`src/rtl/fifo_flex.sv`:
```
// Single-clock FIFO of any depth N with occupancy count, almost-full/almost-empty thresholds and flush.
// Define FIFO_FLEX_ERR_FLAGS_EN to add sticky overflow/underflow outputs.
module fifo_flex #(
    parameter int N         = 5,
    parameter int M         = 16,
    parameter int AF_THRESH = N - 1,
    parameter int AE_THRESH = 1
) (
    input  logic                   clk,
    input  logic                   rst,
    input  logic                   flush,
    input  logic [M-1:0]           din,
    input  logic                   write,
    output logic                   full,
    output logic                   almost_full,
    output logic [M-1:0]           dout,
    input  logic                   read,
    output logic                   empty,
    output logic                   almost_empty,
    output logic [$clog2(N+1)-1:0] count
`ifdef FIFO_FLEX_ERR_FLAGS_EN
    ,
    output logic                   overflow,
    output logic                   underflow
`endif
);

    localparam int W  = (N > 1) ? $clog2(N) : 1;
    localparam int CW = $clog2(N + 1);

    logic [M-1:0] mem [N];
    logic [W-1:0] head;
    logic [W-1:0] tail;
    logic         rd_ok;
    logic         wr_ok;
    logic         clear;

    // Wrap explicitly at N-1 so non-power-of-two depths never index past the array.
    function automatic logic [W-1:0] next_ptr(input logic [W-1:0] p);
        return (p == W'(N - 1)) ? '0 : p + 1'b1;
    endfunction

    assign clear        = rst | flush;
    assign empty        = (count == '0);
    assign full         = (count == CW'(N));
    assign almost_full  = (count >= CW'(AF_THRESH));
    assign almost_empty = (count <= CW'(AE_THRESH));
    assign rd_ok        = read & ~empty;
    assign wr_ok        = write & (~full | read);
    assign dout         = mem[head];

    // NOTE: state registers use non-blocking assignments so every flop samples pre-edge values.
    always_ff @(posedge clk) begin
        if (clear) begin
            head  <= '0;
            tail  <= '0;
            count <= '0;
        end else begin
            if (wr_ok) tail <= next_ptr(tail);
            if (rd_ok) head <= next_ptr(head);
            count <= count + CW'(wr_ok) - CW'(rd_ok);
        end
    end

    // NOTE: storage is deliberately not reset; empty qualifies dout, and a reset would cost a mux per bit.
    always_ff @(posedge clk) begin
        if (wr_ok && !clear) mem[tail] <= din;
    end

`ifdef FIFO_FLEX_ERR_FLAGS_EN
    always_ff @(posedge clk) begin
        if (clear) begin
            overflow  <= 1'b0;
            underflow <= 1'b0;
        end else begin
            if (write && full && !read) overflow  <= 1'b1;
            if (read && empty)          underflow <= 1'b1;
        end
    end
`endif

endmodule
```
`config.mk`:
```
export PLATFORM = sky130hd
export DESIGN_NAME = fifo_flex
export DESIGN_NICKNAME = d
export VERILOG_FILES = /design/src/rtl/fifo_flex.sv
export SDC_FILE = /design/constraint.sdc
export NUM_CORES = 1
export LEC_CHECK = 0
export CAP_MARGIN = 20
export CORE_MARGIN = 1
export CORE_UTILIZATION = 57
export CTS_BUF_LIST = sky130_fd_sc_hd__clkbuf_2
export CTS_CLUSTER_SIZE = 14
export DETAILED_ROUTE_END_ITERATION = 6
export PLACE_DENSITY = 0.9
export SYNTH_ARGS = -nofsm -noshare
export SYNTH_HDL_FRONTEND = slang
export SYNTH_SLANG_ARGS = --single-unit
```
`constraint.sdc`:
```
create_clock -name clk -period 3.8 [get_ports clk]
set_clock_uncertainty 0.05 [all_clocks]
set_input_delay 1.14 -clock clk [delete_from_list [all_inputs] [get_ports clk]]
set_output_delay 1.14 -clock clk [all_outputs]
set_load 0.05 [all_outputs]
```
==> metrics.md <==
| Metric | Value |
|---|---|
| Reg clk slew, reported paths | 0.25 ns |
| Drt initial violations | 110 |
| Initial Utilization | 0.603 |
| Final period utilization | 0.935 |
| Maximum vdd drop | between 0.0002 and 0.00025 V |
| CP max stage delay | 0.79 ns |
| Status | finished, final reports clean |
| Setup bufs post-CTS | 0 |
| CTS tree | built |
| Number of synthesized flops with an enable pin | 80 |
| Worst-Margin Slew | 0.823 ns |
| Crit path max-delay family | buffers and inverters |
| Clock sink count | 92 |
| Met1 wire length | around 2600 um |
| Average size of a mapped cell | 19.4 um2 |
| Commonest cells after routing, fill and taps aside | edfxtp_1 (80), buf_4 (28), clkdlybuf4s50_1 (27), mux2_2 (16), dfxtp_1 (12) |
| CP Launch Type | register |
| TritonRoute pass-1 iters | 4 |
| Fmax | ~0.28 GHz |
| Largest net degree at the start of global routing | 17 |
| Mapped Cells | 189 |
| DR top layer | met4 |
| Wire length on met3 | 267 um |
| Setup TNS Final | 0 ns |
| First-pass GRT wire length | 9680 um |
| Routed via count | ~1,900 |
| Flops & latches, synth | 92 |
| Syn. warnings | 0 |
| Unrepaired setup endpoints after global routing | false |
| Max clock buf depth | 2 |
| Post-synthesis cell type count | 34 |
| Fill cell total of the finished layout | between 400 and 500 |
| CTS root buffer | clkbuf_2 |
| Die Height | 82.1 um |
| Number of diodes | 0 |
| CP cell instances | inv_1, ha_1, nand2_1, a32o_1, clkdlybuf4s50_1 |
| Metal2 WL | between 3000 and 4000 um |
| Critical-path top delay cell | clkdlybuf4s50_1 |
| CP Max Fanout | 5 |
| GRT Total Usage | 0.211 |
| Post-CTS sizing | 0 |
| Worst Hold Class | register to register |
| CP required | between 2 and 3 ns |
| Final routed DRC violation total | 0 |
| Syn_nets | 219 |
| Routed length per instance | 19.4 um |
| Endpoints failing hold | 0 |
| CTS buffer count | 9 |
| Hold Buf Count CTS | 0 |
| Die Area | 0.00674 mm2 |
| CP arrival | 2.36 ns |
| Max cap viols | 0 |
| FFs w/ async S/R, synth | 0 |
| Netlist Area Pre-Place | 0.00366 mm2 |
| Final min period | 3.55 ns |
| # setup viols final | 0 |
| Overflow after GRT | 0 |
| Main flop type after synthesis | edfxtp_1 |
| Share of cells above drive strength 1 | 0.302 |
| Placed inst area | 0.00420 mm2 |
| PortBufs | 43 |
| Vias in the first global route | 1,925 |
| Worst Setup End Kind | output port |
| Max_slew headroom | 0.450 |
| Clk_lat worst skew | 0.53 ns |
| HPWL after DPL | 4150 um |
| CP Class | register to output port |
| Layout area overhead | 18.6% |
| Post-DRT Antenna Nets | 0 |
| Final net count | around 280 |
| Sequential share of the synthesized area | 0.723 |
| Core Area | between 0.006 and 0.007 mm2 |
| H-tree depth | 3 |
| Die Wd | 82.1 um |
| Rows | 28 |
| Initial antenna violation count | 0 |
| Total wire length | 6340 um |
| Lkg Pwr | 1.47 nW |
| Vias/cell | between 5 and 6 |
| Pins Over Slew Limit | 0 |
| CP bufs+invs | 2 |
| Routability Congestion | roughly 0.8 |
| Ports | 44 |
| Commonest non-fill, non-tap cell in the layout | edfxtp_1 |
| Post-route cell area | about 0.0043 mm2 |
| Pwr/cell area | 421 mW/mm2 |
[worst min-delay path: stages, from the launching register on]
cell and delay (ns):
dfxtp_1 0.38, o21ai_0 0.07, a21oi_1 0.08
[layer usage]
metal / GRT usage / up-vias
met2: 0.350 / 62
met3: 0.0473 / 13
li1: - / 875
met4: 0.123 / 0
met1: 0.253 / 950
met5: 0 / -
[flip-flops by register name (all words and copies together), names as in the netlist, named ones only]
register,flops
mem,80
head,3
count,3
tail,3
[cell families after synthesis]
logic type / share of synthesized area
mux: 0.154
compound gates: 0.0239
simple gates: 0.0387
fa+ha+maj: 0.0328
buf+inv: 0.0257
flops: 0.723
xor+xnor: 0.00240
[cell usage after synthesis (all sizes together) (2+ instances only)]
master  number  share of area
nand2        3         0.0031
nand3        2         0.0027
mux2        16          0.049
nor3         5         0.0068
clkbuf       4         0.0044
edfxtp      80           0.66
nand4        2         0.0034
ha           8          0.027
inv         10          0.010
o31ai        3         0.0062
a21oi        2         0.0027
mux4        16           0.10
dfxtp       12          0.066
buf          4          0.011
a32o         2         0.0055
and2         3         0.0051
o21ai        2         0.0027
nor2         4         0.0041
[path summary, 6_finish.rpt]
path / from / to / slack [ns] / cells past startpoint
worst min-delay path: head[2] / head[2] / 0.49 / 2
worst max register to register: count[0] / count[2] / 1.31 / 8
worst max-delay path: count[1] / almost_empty / 0.25 / 5
worst min register to register: head[2] / head[2] / 0.49 / 2
[layout make-up]
| type | instances | area, um2 | share of cell area |
|---|---|---|---|
| flip-flops and latches | 92 | 2640 | 0.609 |
| multi-input cells | 79 | 941 | 0.217 |
| repair buffers | 55 | 480 | 0.111 |
| clock inverters | 7 | 98.8 | 0.0228 |
| well taps | 75 | 93.8 | 0.0216 |
| clock buffers | 9 | 45.0 | 0.0104 |
| inverters | 10 | 37.5 | 0.00865 |
[stage by stage]
step / setup WS, ns / hold WS [ns] / power [W] / cells / util
after floorplan: 0.552 / 0.423 / 0.00124 / 189 / -
after global placement: 0.491 / 0.442 / 0.00130 / 311 / 0.692
after detailed placement: 0.403 / 0.469 / 0.00131 / 311 / 0.692
after CTS: 0.203 / 0.494 / 0.00184 / 327 / 0.716
after global routing: 0.0940 / 0.527 / 0.00188 / 327 / 0.716
final: 0.249 / 0.493 / 0.00183 / 327 / 0.716
[power by group]
| part | internal (W) | switching, W |
|---|---|---|
| clock network | 0.000221 | 0.000323 |
| registers | 0.00111 | 0.00000782 |
| logic | 0.0000694 | 0.0000991 |
| total | 0.00140 | 0.000430 |
Power figures use the tool's default switching activity.
